[config.mk]
export PLATFORM = sky130hd
export DESIGN_NAME = ram_port_arbiter
export DESIGN_NICKNAME = d
export VERILOG_FILES = /design/src/rtl/ram_port_arbiter.sv
export SDC_FILE = /design/constraint.sdc
export NUM_CORES = 1
export LEC_CHECK = 0
export CAP_MARGIN = 20
export CORE_ASPECT_RATIO = 0.6
export CORE_MARGIN = 10
export CORE_UTILIZATION = 32
export CTS_BUF_LIST = sky130_fd_sc_hd__clkbuf_8
export DETAILED_ROUTE_END_ITERATION = 6
export PLACE_DENSITY = 0.74
export SETUP_SLACK_MARGIN = 0.1
export SYNTH_ARGS = -nofsm -noshare
export SYNTH_HDL_FRONTEND = slang
export SYNTH_SLANG_ARGS = --single-unit
[constraint.sdc]
create_clock -name clk -period 1.3 [get_ports clk]
set_input_delay 0.26 -clock clk [delete_from_list [all_inputs] [get_ports clk]]
set_output_delay 0.26 -clock clk [all_outputs]
set_load 0.03 [all_outputs]
[src/rtl/ram_port_arbiter.sv]
// Two-port arbiter/sequencer for the single-port data RAM.
// One granted access per two clocks; registered RAM strobes and handshakes.
module ram_port_arbiter #(
  parameter int AW        = 16,
  parameter int DW        = 16,
  parameter int FIXED_PRI = 0
) (
  input  logic          clk,
  input  logic          rst_n,
  input  logic          a_req,
  input  logic          a_we,
  input  logic [AW-1:0] a_addr,
  input  logic [DW-1:0] a_wdata,
  output logic          a_ack,
  output logic          a_done,
  output logic [DW-1:0] a_rdata,
  input  logic          b_req,
  input  logic          b_we,
  input  logic [AW-1:0] b_addr,
  input  logic [DW-1:0] b_wdata,
  output logic          b_ack,
  output logic          b_done,
  output logic [DW-1:0] b_rdata,
  output logic [AW-1:0] mem_addr,
  output logic          mem_read,
  output logic          mem_write,
  output logic [DW-1:0] mem_wdata,
  input  logic [DW-1:0] mem_rdata
);

  typedef enum logic {IDLE, ACCESS} state_t;

  localparam bit RR = (FIXED_PRI == 0);

  state_t        state_q, state_d;
  logic          owner_q, owner_d;
  logic          we_q, we_d;
  logic          rr_q, rr_d;
  logic [AW-1:0] addr_q, addr_d;
  logic [DW-1:0] wdata_q, wdata_d;
  logic          rd_q, rd_d;
  logic          wr_q, wr_d;
  logic          a_ack_q, a_ack_d;
  logic          b_ack_q, b_ack_d;
  logic          a_done_q, a_done_d;
  logic          b_done_q, b_done_d;
  logic [DW-1:0] a_rdata_q, a_rdata_d;
  logic [DW-1:0] b_rdata_q, b_rdata_d;
  logic          pick_b;
  logic          sel_we;

  // owner/rr encoding: 0 = port A, 1 = port B
  always_comb begin
    pick_b = b_req & (~a_req | (RR & rr_q));
    sel_we = pick_b ? b_we : a_we;
  end

  always_comb begin
    state_d   = state_q;
    owner_d   = owner_q;
    we_d      = we_q;
    rr_d      = rr_q;
    addr_d    = addr_q;
    wdata_d   = wdata_q;
    rd_d      = 1'b0;
    wr_d      = 1'b0;
    a_ack_d   = 1'b0;
    b_ack_d   = 1'b0;
    a_done_d  = 1'b0;
    b_done_d  = 1'b0;
    a_rdata_d = a_rdata_q;
    b_rdata_d = b_rdata_q;
    unique case (state_q)
      IDLE: begin
        if (a_req | b_req) begin
          state_d = ACCESS;
          owner_d = pick_b;
          we_d    = sel_we;
          rr_d    = ~pick_b;
          addr_d  = pick_b ? b_addr : a_addr;
          wdata_d = pick_b ? b_wdata : a_wdata;
          rd_d    = ~sel_we;
          wr_d    = sel_we;
          a_ack_d = ~pick_b;
          b_ack_d = pick_b;
        end
      end
      ACCESS: begin
        state_d  = IDLE;
        a_done_d = ~owner_q;
        b_done_d = owner_q;
        if (!we_q) begin
          if (owner_q) b_rdata_d = mem_rdata;
          else         a_rdata_d = mem_rdata;
        end
      end
      default: state_d = IDLE;
    endcase
  end

  always_ff @(posedge clk or negedge rst_n) begin
    if (!rst_n) begin
      state_q   <= IDLE;
      owner_q   <= 1'b0;
      we_q      <= 1'b0;
      rr_q      <= 1'b0;
      addr_q    <= '0;
      wdata_q   <= '0;
      rd_q      <= 1'b0;
      wr_q      <= 1'b0;
      a_ack_q   <= 1'b0;
      b_ack_q   <= 1'b0;
      a_done_q  <= 1'b0;
      b_done_q  <= 1'b0;
      a_rdata_q <= '0;
      b_rdata_q <= '0;
    end else begin
      state_q   <= state_d;
      owner_q   <= owner_d;
      we_q      <= we_d;
      rr_q      <= rr_d;
      addr_q    <= addr_d;
      wdata_q   <= wdata_d;
      rd_q      <= rd_d;
      wr_q      <= wr_d;
      a_ack_q   <= a_ack_d;
      b_ack_q   <= b_ack_d;
      a_done_q  <= a_done_d;
      b_done_q  <= b_done_d;
      a_rdata_q <= a_rdata_d;
      b_rdata_q <= b_rdata_d;
    end
  end

  assign a_ack     = a_ack_q;
  assign b_ack     = b_ack_q;
  assign a_done    = a_done_q;
  assign b_done    = b_done_q;
  assign a_rdata   = a_rdata_q;
  assign b_rdata   = b_rdata_q;
  assign mem_addr  = addr_q;
  assign mem_wdata = wdata_q;
  assign mem_read  = rd_q;
  assign mem_write = wr_q;

endmodule

**After elaboration in Yosys (flattened, before gate mapping)**

Cells that the tools add are included.
Widths: inputs -> output; s select.

- Register bits after elaboration: 74
- Input port bits: 86
- Output and inout bits: 70
- Logic and storage cells: 41

- Multiplexer cells: 15
- Bitwise logic cells: 9
- Reductions and logical operators: 3

Operators by type and width:

| cell | count |
|---|---|
| $mux 16 | 2 |
| $mux 1 | 12 |
| $not 1->1 | 6 |
| $reduce_and 3->1 | 2 |
| $or 1x1->1 | 2 |
| $pmux 1 s2 | 1 |
| $reduce_and 2->1 | 1 |
| $and 1x1->1 | 1 |

**Logic depth before layout (Yosys ltp)**

Gate-level depths: netlist (run 1).

- Word-level depth: 7
- Mapped depth: 5
- Gate-level depth less buffers: 4

**Worst setup path after synthesis (run 1)**

OpenSTA, ideal clock, no wires.

- Path type: register to register
- Start: register owner_q
- End: register a_rdata_q[10] (netlist: a_rdata[10])
- Library setup time: 127 ps
- Arrival time: 1269 ps
- Required time: 1173 ps
- Path slack: -97 ps
- Cell stages (with the launch flop): 6
- Path buffers: 2
- Period minus slack after synthesis: 1397 ps
- Cells stage by stage: dfrtp_1 -> and2b_1 -> nor2b_1 -> buf_6 -> buf_6 -> mux2_1

- Longest elaborated chain between the ends: 2

Ends and longest elaborated chain:

| what | RTL line | text |
|---|---|---|
| from (decl) | 36 | `logic owner_q, owner_d;` |
| from (signal assigned) | 119 | `owner_q <= owner_d;` |
| $not 1->1 (no source line) | n/a |  |
| $reduce_and 3->1 (no source line) | n/a |  |
| to (signal assigned) | 130 | `a_rdata_q <= a_rdata_d;` |
| to (decl) | 47 | `logic [DW-1:0] a_rdata_q, a_rdata_d;` |

No other way between the ends.
A chain may end at the register's enable or synchronous reset.

**Final worst setup path (run 1)**

- Start: register owner_q
- End: register a_rdata_q[13] (netlist: a_rdata[13])

Same word-level chain as after synthesis.

==> flow_metrics.env, run 1 <==
export IMPL_synth_sequential_area_ratio_pct=60.0
export IMPL_timing_final_crit_period_ps=1380
export IMPL_port_buffers=155
export IMPL_core_sq_um=9290
export IMPL_antenna_viol_nets_final=0
export IMPL_clk_insertion_delay_late_ps=350
export IMPL_placed_cells_incl_taps=538
export IMPL_dr_total_vias=2943
export IMPL_finalSetupViolations=37
export IMPL_fillers=666
export IMPL_final_common_cell="sky130_fd_sc_hd__clkdlybuf4s50_1"
export IMPL_via_count_of_the_first_global_routing_pass=2947
export IMPL_initial_antenna_violation_count=0
export IMPL_tritoncts_clock_tree="built"
export IMPL_antennaDiodeCount=0
export IMPL_clock_tree_buffer_depth=2
export IMPL_synth_fp_nets=335
export IMPL_slew_limit_headroom_pct=72.5
export IMPL_min_path_type="in2reg"
export IMPL_row_count=27
export IMPL_grt_first_pass_wirelength_microns=16100
export IMPL_synthesis_area_sq_um=3090
export IMPL_floorplan_initialDensity_pct=33.2
export IMPL_yosys_cell_types_count=26
export IMPL_post_route_cells_drive_above_1_share_pct=50.7
export IMPL_clock_skew_final_ps=5.95
export IMPL_groute_usage_overall_pct=14.5
export IMPL_grt_overflow=0
export IMPL_postSynthAreaPerCell_sq_um=12.4
export IMPL_drt_pass1_iterations=4
export IMPL_drc_marker_count_from_the_first_detailed_route_iteration=112
export IMPL_place_detailed_hpwl_microns=7400
export IMPL_clock_sink_count=74
export IMPL_root_buffer="sky130_fd_sc_hd__clkbuf_8"
export IMPL_avgViaCountPerCell=4.91
export IMPL_drc=0
export IMPL_area_overhead_of_the_layout_relative_to_synthesis_pct=98.5
export IMPL_worst_setup_hold_path_clk_slew_ps=80
export IMPL_critPathLaunchType="flip-flop"
export IMPL_clock_tree_htree_level_count=3
export IMPL_yosys_warnings=0
export IMPL_peakVddDrop_mv=1.03
export IMPL_mostFrequentLayoutCells="sky130_fd_sc_hd__clkdlybuf4s50_1, sky130_fd_sc_hd__dfrtp_1, sky130_fd_sc_hd__buf_4, sky130_fd_sc_hd__buf_6, sky130_fd_sc_hd__mux2_4"
export IMPL_critPathArrivalTime_ps=1610
export IMPL_ys_ff_latch=74
export IMPL_power_leakage_nw=2.72
export IMPL_die_w_microns=147
export IMPL_gp_congestion=0.765
export IMPL_dp_worst_setup_slack_ps=-404
export IMPL_cts_inserted_buffers=9
export IMPL_p_per_area_nw_per_um2=1940
export IMPL_wl_per_cell_microns=19.8
export IMPL_syn_instance_count=249
export IMPL_top_level_ports=156
export IMPL_die_h_microns=96.1
export IMPL_die_area_sq_um=14100
export IMPL_setup_worst_path_class="reg2reg"
export IMPL_run_status="finished with violations"
export IMPL_final_net_count=550
export IMPL_critical_path_peak_fanout=11
export IMPL_tightest_slew_ps=412
export IMPL_maxCapViolCount=0
export IMPL_cp_end_kind="flip-flop"
export IMPL_final_period_utilization_pct=106
export IMPL_totalWireLength_microns=11900
export IMPL_drv_slew=0
export IMPL_postLayoutSetupSlackWorst_ps=-81.8
export IMPL_worstPathRequired_ps=1530
export IMPL_grt_max_degree=75
export IMPL_violations_in_the_final_reports="setup timing"
export IMPL_finalHoldViolations=0
export IMPL_setup_repair_after_global_routing_missed_its_margin="yes"
export IMPL_max_freq_ghz=0.724
export IMPL_non_filler_cells_in_the_finished_layout=599
area by class of cell:
class	instances	area (sq um)	share of cell area, %
Inverter	3	23.8	0.388
Multi-Input combinational cell	153	1480	24.2
Timing Repair Buffer	223	2370	38.7
Clock buffer	12	165	2.69
Sequential cell	74	1850	30.2
Tap cell	130	163	2.65
Clock inverter	4	72.6	1.18
state kept, by name (all words and copies together), names as in the netlist, 16 cells and up:
| signal | flops |
|---|---|
| mem_addr | 16 |
| mem_wdata | 16 |
| b_rdata | 16 |
| a_rdata | 16 |
worst max-delay path: stages (launching register included):
cell,delay (ps)
sky130_fd_sc_hd__dfrtp_1,390
sky130_fd_sc_hd__and2b_1,210
sky130_fd_sc_hd__nor2b_4,190
sky130_fd_sc_hd__buf_12,170
sky130_fd_sc_hd__mux2_4,300
worst paths after layout:
path / start / endpoint / slack [ps] / depth (start not counted)
max in group asynchronous: rst_n / a_rdata[7] / 490 / 3
min: a_req / a_ack / 450 / 4
max: owner_q / a_rdata[13] / -80 / 4
min in group asynchronous: rst_n / mem_wdata[8] / 460 / 3
min reg2reg: b_rdata[14] / b_rdata[14] / 500 / 1
max reg2reg: owner_q / a_rdata[13] / -80 / 4
power by group:
part	internal (mW)	switching (mW)	total, mW
registers	3.07	0.582	3.66
clock network	1.24	0.863	2.10
logic	3.24	2.88	6.12
total	7.55	4.33	11.9
stage by stage:
stage	hold WS, ps	setup TNS (ps)	power (mW)	utilization [%]	instance area, sq um
2_1_floorplan	-35.6	-815	6.19	-	3140
3_3_place_gp	300	-12790	8.31	53.0	4920
3_5_place_dp	305	-14460	8.40	53.0	4920
4_1_cts	436	-2350	10.6	56.5	5250
5_1_grt	454	-4340	12.4	66.0	6130
6_report	447	-1580	11.9	66.0	6130
cells in the mapped netlist:
cell type                   n  area share (%)
sky130_fd_sc_hd__a211oi_2   1            0.41
sky130_fd_sc_hd__a21o_1     2            0.49
sky130_fd_sc_hd__a21oi_1   21             3.4
sky130_fd_sc_hd__a221o_1   12             3.9
sky130_fd_sc_hd__a31oi_1   21             4.3
sky130_fd_sc_hd__and2_0     9             1.8
sky130_fd_sc_hd__and2_1     4            0.81
sky130_fd_sc_hd__and2b_1    2            0.49
sky130_fd_sc_hd__and3_1     1            0.20
sky130_fd_sc_hd__buf_2      5            0.81
sky130_fd_sc_hd__buf_4      2            0.49
sky130_fd_sc_hd__buf_6      4             1.5
sky130_fd_sc_hd__clkbuf_1   8            0.97
sky130_fd_sc_hd__dfrtp_1   74              60
sky130_fd_sc_hd__inv_1      2            0.24
sky130_fd_sc_hd__inv_2      1            0.12
sky130_fd_sc_hd__mux2_1    11             4.0
sky130_fd_sc_hd__mux2_2    12             4.4
sky130_fd_sc_hd__mux2_4     9             4.4
sky130_fd_sc_hd__nand2b_1   2            0.41
sky130_fd_sc_hd__nand3_1    1            0.16
sky130_fd_sc_hd__nor2_1    21             2.6
sky130_fd_sc_hd__nor2b_1    1            0.20
sky130_fd_sc_hd__nor3_2     1            0.32
sky130_fd_sc_hd__o21ai_0   21             3.4
sky130_fd_sc_hd__o21bai_2   1            0.36
kinds of logic (layout without fill, tap and decap cells):
group / Yosys count / count (layout) / synth area share, %
AOI/OAI and AO/OA: 79 / 79 / 16.2
DFF: 74 / 74 / 60.0
and+or+nand+nor: 42 / 42 / 6.97
muxes: 32 / 32 / 12.8
buffers and inverters: 22 / 242 / 4.09
what timing repair did:
item,in CTS,in global routing
setup buffers,3,34
hold endpoints to repair,74,0
setup endpoints to repair,94,124
pin swaps,1,37
gates cloned,2,7
resized for setup,82,155
hold buffers,1,0
per-layer routing:
layer  vias to the layer above  global-route usage (%)  wire length (microns)
met1                      1477                    17.4                   5120
met2                       122                    23.0                   5690
met4                         0                    4.89                    155
li1                       1332                       -                      -
met5                         -                       0                      0
met3                        12                    6.28                    900
No activity file was read; power rests on OpenSTA's default activity.
==> run 2: changes to the inputs <==
--- a/config.mk
+++ b/config.mk
@@ -7,7 +7,7 @@
 export LEC_CHECK = 0
 export CAP_MARGIN = 20
 export CORE_ASPECT_RATIO = 0.6
-export CORE_MARGIN = 10
+export CORE_MARGIN = 2
 export CORE_UTILIZATION = 32
 export CTS_BUF_LIST = sky130_fd_sc_hd__clkbuf_8
 export DETAILED_ROUTE_END_ITERATION = 6
==> flow_metrics.env, run 2 (synthesis results as in run 1) <==
export IMPL_slew_limit_headroom_pct=78.4
export IMPL_clock_tree_buffer_depth=2
export IMPL_drc_marker_count_from_the_first_detailed_route_iteration=89
export IMPL_core_sq_um=9290
export IMPL_antennaDiodeCount=0
export IMPL_totalWireLength_microns=9680
export IMPL_run_status="finished with violations"
export IMPL_clk_insertion_delay_late_ps=350
export IMPL_setup_worst_path_class="reg2reg"
export IMPL_dp_worst_setup_slack_ps=-381
export IMPL_avgViaCountPerCell=4.82
export IMPL_timing_final_crit_period_ps=1390
export IMPL_rrSetupSlack_ps=-90
export IMPL_peakVddDrop_mv=1.04
export IMPL_via_count_of_the_first_global_routing_pass=2864
export IMPL_violations_in_the_final_reports="setup timing"
export IMPL_grt_overflow=0
export IMPL_comb_power_share_pct=50.1
export IMPL_rr_worst_depth=4
export IMPL_p_total_mw=11.4
export IMPL_post_route_cell_area_sq_um=5680
export IMPL_floorplan_initialDensity_pct=33.2
export IMPL_power_switching_mw=4.14
export IMPL_place_detailed_hpwl_microns=6720
export IMPL_critical_path_peak_fanout=11
export IMPL_p_per_area_nw_per_um2=2010
export IMPL_power_clock_fraction_pct=17.8
export IMPL_mostFrequentLayoutCells="sky130_fd_sc_hd__clkdlybuf4s50_1, sky130_fd_sc_hd__dfrtp_1, sky130_fd_sc_hd__buf_6, sky130_fd_sc_hd__buf_4, sky130_fd_sc_hd__mux2_4"
export IMPL_postLayoutSetupSlackWorst_ps=-85.8
export IMPL_root_buffer="sky130_fd_sc_hd__clkbuf_8"
export IMPL_tightest_slew_ps=323
export IMPL_cp_end_kind="flip-flop"
export IMPL_wl_per_cell_microns=16.5
export IMPL_critPathLaunchType="flip-flop"
export IMPL_final_period_utilization_pct=107
export IMPL_die_w_microns=131
export IMPL_setup_repair_after_global_routing_missed_its_margin="yes"
export IMPL_reg2reg_from="owner_q"
export IMPL_drv_slew=0
export IMPL_clock_sink_count=74
export IMPL_non_filler_cells_in_the_finished_layout=585
export IMPL_worstReg2RegEnd="a_rdata[7]"
export IMPL_finalSetupViolations=28
export IMPL_maxCapViolCount=0
export IMPL_max_freq_ghz=0.722
export IMPL_multiInputGateArea_sq_um=1260
export IMPL_clock_skew_final_ps=7.69
export IMPL_critPathArrivalTime_ps=1620
export IMPL_worstPathRequired_ps=1530
export IMPL_clock_tree_htree_level_count=3
export IMPL_final_common_cell="sky130_fd_sc_hd__clkdlybuf4s50_1"
export IMPL_critPathLaunch="owner_q"
export IMPL_placed_cells_incl_taps=539
export IMPL_grt_first_pass_wirelength_microns=14400
export IMPL_cp_endpoint="a_rdata[7]"
export IMPL_detailed_place_area_sq_um=5000
export IMPL_antenna_viol_nets_final=0
export IMPL_drc=0
export IMPL_die_h_microns=80.1
export IMPL_dr_total_vias=2821
export IMPL_port_buffers=155
export IMPL_setup_tns_final_ps=-1260
export IMPL_tritoncts_clock_tree="built"
export IMPL_cts_inserted_buffers=9
export IMPL_drt_pass1_iterations=4
export IMPL_gp_congestion=0.792
export IMPL_post_route_cells_drive_above_1_share_pct=41.1
export IMPL_initial_antenna_violation_count=0
export IMPL_top_level_ports=156
export IMPL_area_overhead_of_the_layout_relative_to_synthesis_pct=84.0
export IMPL_groute_usage_overall_pct=18.4
export IMPL_row_count=27
export IMPL_final_net_count=536
export IMPL_power_leakage_nw=2.55
export IMPL_die_area_sq_um=10500
export IMPL_grt_max_degree=33
export IMPL_total_area_of_sequential_cells_sq_um=1850
export IMPL_switching_share_of_total_power_pct=36.3
export IMPL_finalHoldViolations=0
export IMPL_min_path_type="in2async"
export IMPL_worst_setup_hold_path_clk_slew_ps=80
export IMPL_fillers=727
export IMPL_seqPwrFrac_pct=32.1
export IMPL_cellInternalPower_mw=7.27
==> run 2: worst min-delay path by stage <==
stage	startpoint	end	slack, ps	cells after the start
CTS	rst_n	state_q	330	2
finish	rst_n	mem_wdata[5]	350	2
global placement	rst_n	mem_wdata[5]	180	1
floorplan	rst_n	a_ack	-40	0
global route	rst_n	b_rdata[8]	340	2
detailed placement	rst_n	mem_wdata[5]	180	1
==> run 2: power by group through the flow <==
stage | Sequential, mW | Clock [mW] | Combinational (mW)
global placement | 3.55 | 0 | 4.85
finish | 3.67 | 2.03 | 5.72
detailed placement | 3.57 | 0 | 4.93
global route | 3.76 | 2.21 | 6.02
CTS | 3.55 | 2.09 | 4.78
floorplan | 5.01 | 0 | 1.18
==> run 2: cell type report <==
cell class | instances | share of cell area, %
sequential | 74 | 32.6
tap | 130 | 2.86
multi-input combinational | 153 | 22.2
timing repair buffer | 209 | 38.1
clock buffer | 10 | 2.42
clock inverter | 6 | 1.56
inverter | 3 | 0.242
==> run 2: metal layers <==
metal	vias to the layer above	track usage (%)	part of all wire [%]
met5	-	0	0
met4	0	6.06	1.4
met3	11	6.53	6.8
met2	101	30.1	49
met1	1406	22.8	43
li1	1303	-	-
==> run 2: timing repair <==
action	CTS	global route
pin swaps	1	1
gates cloned	2	0
setup buffers	9	18
hold buffers	1	0
resized for setup	310	127
hold endpoints to repair	19	0
setup endpoints to repair	126	135
==> run 2: stage by stage <==
stage / utilization (%) / hold slack (ps)
2_1_floorplan: - / -35.6
4_1_cts: 56.0 / 333
3_5_place_dp: 53.8 / 182
5_1_grt: 61.1 / 342
6_report: 61.1 / 349
3_3_place_gp: 53.8 / 180
==> run 2: critical path: stages (launching register included) <==
cell and delay [ps]:
sky130_fd_sc_hd__dfrtp_1 390, sky130_fd_sc_hd__and2b_1 210, sky130_fd_sc_hd__nor2b_4 180, sky130_fd_sc_hd__buf_12 170, sky130_fd_sc_hd__mux2_4 300
==> run 3: changes to the inputs <==
--- a/config.mk
+++ b/config.mk
@@ -11,7 +11,8 @@
 export CORE_UTILIZATION = 32
 export CTS_BUF_LIST = sky130_fd_sc_hd__clkbuf_8
 export DETAILED_ROUTE_END_ITERATION = 6
-export PLACE_DENSITY = 0.74
+export DONT_BUFFER_PORTS = 1
+export PLACE_DENSITY = 0.52
 export SETUP_SLACK_MARGIN = 0.1
 export SYNTH_ARGS = -nofsm -noshare
 export SYNTH_HDL_FRONTEND = slang
==> flow_metrics.env, run 3 (synthesis results as in run 1) <==
export IMPL_wl_met3_microns=1030
export IMPL_cp_slowest_stage_delay_ps=440
export IMPL_via_count_of_the_first_global_routing_pass=2435
export IMPL_maxCapViolCount=0
export IMPL_fillers=806
export IMPL_grt_overflow=0
export IMPL_fin_util_pct=50.5
export IMPL_non_filler_cells_in_the_finished_layout=439
export IMPL_path_buf_inv=2
export IMPL_critPathArrivalTime_ps=1670
export IMPL_cts_inserted_buffers=9
export IMPL_row_count=27
export IMPL_setup_tns_final_ps=-4590
export IMPL_mostFrequentLayoutCells="sky130_fd_sc_hd__dfrtp_1, sky130_fd_sc_hd__mux2_4, sky130_fd_sc_hd__buf_6, sky130_fd_sc_hd__nor2_1"
export IMPL_groute_usage_overall_pct=18.0
export IMPL_clock_skew_final_ps=5.53
export IMPL_hold_slack_ps=-402
export IMPL_dr_total_vias=2304
export IMPL_slew_limit_headroom_pct=74.7
export IMPL_die_w_microns=131
export IMPL_finalSetupViolations=46
export IMPL_p_per_area_nw_per_um2=1980
export IMPL_area_overhead_of_the_layout_relative_to_synthesis_pct=51.9
export IMPL_antenna_viol_nets_final=0
export IMPL_route_top_layer_used="met4"
export IMPL_peakVddDrop_mv=0.883
export IMPL_setup_worst_path_class="reg2reg"
export IMPL_finalHoldViolations=74
export IMPL_min_path_type="in2async"
export IMPL_clock_sink_count=74
export IMPL_cp_cell_sequence="and2b_1 -> nor2b_4 -> buf_6 -> buf_16 -> mux2_4"
export IMPL_max_freq_ghz=0.695
export IMPL_timing_critical_path_slowest_stage_cell="sky130_fd_sc_hd__dfrtp_2"
export IMPL_drc_marker_count_from_the_first_detailed_route_iteration=73
export IMPL_rr_worst_depth=5
export IMPL_die_h_microns=80.1
export IMPL_port_buffers=0
export IMPL_avgViaCountPerCell=5.25
export IMPL_power_leakage_nw=1.97
export IMPL_setup_repair_after_global_routing_missed_its_margin="yes"
export IMPL_floorplan_initialDensity_pct=33.2
export IMPL_met2_wirelength_microns=4350
export IMPL_run_status="finished with violations"
export IMPL_critPathLaunchType="flip-flop"
export IMPL_root_buffer="sky130_fd_sc_hd__clkbuf_8"
export IMPL_core_sq_um=9290
export IMPL_antennaDiodeCount=0
export IMPL_clock_tree_buffer_depth=2
export IMPL_worst_setup_hold_path_clk_slew_ps=80
export IMPL_totalWireLength_microns=9510
export IMPL_rrSetupSlack_ps=-140
export IMPL_critical_path_peak_fanout=8
export IMPL_violations_in_the_final_reports="hold timing, setup timing"
export IMPL_gp_congestion=0.751
export IMPL_crit_family="flip-flops"
export IMPL_die_area_sq_um=10500
export IMPL_postLayoutSetupSlackWorst_ps=-140
export IMPL_top_level_ports=156
export IMPL_placed_cells_incl_taps=386
export IMPL_cp_end_kind="flip-flop"
export IMPL_worstReg2RegEnd="a_rdata[13]"
export IMPL_clk_insertion_delay_late_ps=350
export IMPL_drc=0
export IMPL_timing_final_crit_period_ps=1440
export IMPL_tightest_slew_ps=380
export IMPL_final_period_utilization_pct=111
export IMPL_grt_max_degree=75
export IMPL_drv_slew=0
export IMPL_post_route_cells_drive_above_1_share_pct=53.4
export IMPL_reg2reg_from="state_q"
export IMPL_tritoncts_clock_tree="built"
export IMPL_final_common_cell="sky130_fd_sc_hd__dfrtp_1"
export IMPL_final_net_count=390
export IMPL_place_detailed_hpwl_microns=5350
export IMPL_drt_pass1_iterations=4
export IMPL_detail_route_wirelength_met1_microns=4060
export IMPL_grt_first_pass_wirelength_microns=13800
export IMPL_clock_tree_htree_level_count=3
export IMPL_initial_antenna_violation_count=0
export IMPL_wl_per_cell_microns=21.7
export IMPL_worstPathRequired_ps=1530
[run 3: cell count changes in the layout (fill, tap and decap cells not counted), moves of 5 or more]
cell                              change
sky130_fd_sc_hd__clkdlybuf4s50_1     -83
sky130_fd_sc_hd__a21oi_2             +10
sky130_fd_sc_hd__and2_0               -5
sky130_fd_sc_hd__buf_4               -27
sky130_fd_sc_hd__buf_16               +8
sky130_fd_sc_hd__a31oi_4             +14
sky130_fd_sc_hd__a21oi_1             -11
sky130_fd_sc_hd__and2_4               +6
sky130_fd_sc_hd__a31oi_2              -6
sky130_fd_sc_hd__a31oi_1              -8
sky130_fd_sc_hd__buf_6               -41
[run 3: how the worst max path moves through the flow]
stage,from,end,cells after the start
4_1_cts,owner_q,a_rdata[13],5
3_5_place_dp,b_req,mem_wdata[6],5
5_1_grt,owner_q,a_rdata[13],5
6_report,state_q,a_rdata[13],5
2_1_floorplan,owner_q,a_rdata[10],5
3_3_place_gp,b_req,mem_wdata[4],5
[run 3: layout make-up]
cell class / count / area, sq um / area share, %
flip-flops and latches: 74 / 1860 / 39.6
multi-input cells: 155 / 1610 / 34.3
clock inverters: 6 / 42.5 / 0.907
inverters: 3 / 23.8 / 0.507
clock buffers: 10 / 138 / 2.93
well taps: 130 / 163 / 3.47
repair buffers: 61 / 858 / 18.3
[run 3: worst register-to-register path, cell delays in order, from the launching register on]
cell and delay, ps:
sky130_fd_sc_hd__dfrtp_2 440, sky130_fd_sc_hd__and2b_1 190, sky130_fd_sc_hd__nor2b_4 130, sky130_fd_sc_hd__buf_6 120
sky130_fd_sc_hd__buf_16 140, sky130_fd_sc_hd__mux2_4 290
[run 3: timing repair]
item	in CTS	in global routing
gates cloned	12	2
pin swaps	33	25
endpoints found under the hold margin	74	74
endpoints found under the setup margin	73	82
gates resized for setup	67	72
buffers inserted	17	8
[run 3: report_power, final]
group | leakage (nW) | total [mW] | internal, mW | switching, mW
registers | 0.870 | 5.01 | 3.06 | 1.95
logic | 1.01 | 2.68 | 1.67 | 1.01
clock network | 0.0882 | 1.62 | 0.743 | 0.880
total | 1.97 | 9.30 | 5.47 | 3.83
[run 3: stage by stage]
step                      power (mW)  instance area [sq um]  hold WS, ps  setup slack [ps]
final                           9.30                   4690         -402              -140
after global routing            9.76                   4690         -438              -208
after CTS                       9.07                   4310         -425              -140
after detailed placement        6.75                   3440        -33.9              -277
after global placement          6.70                   3440        -33.4              -249
after floorplan                 6.19                   3140        -35.6             -67.2
[run 3: metal layers]
layer	global-route usage, %	up-vias
met5	0	-
met4	5.74	0
met3	9.06	7
met2	27.1	114
met1	22.6	1161
li1	-	1022
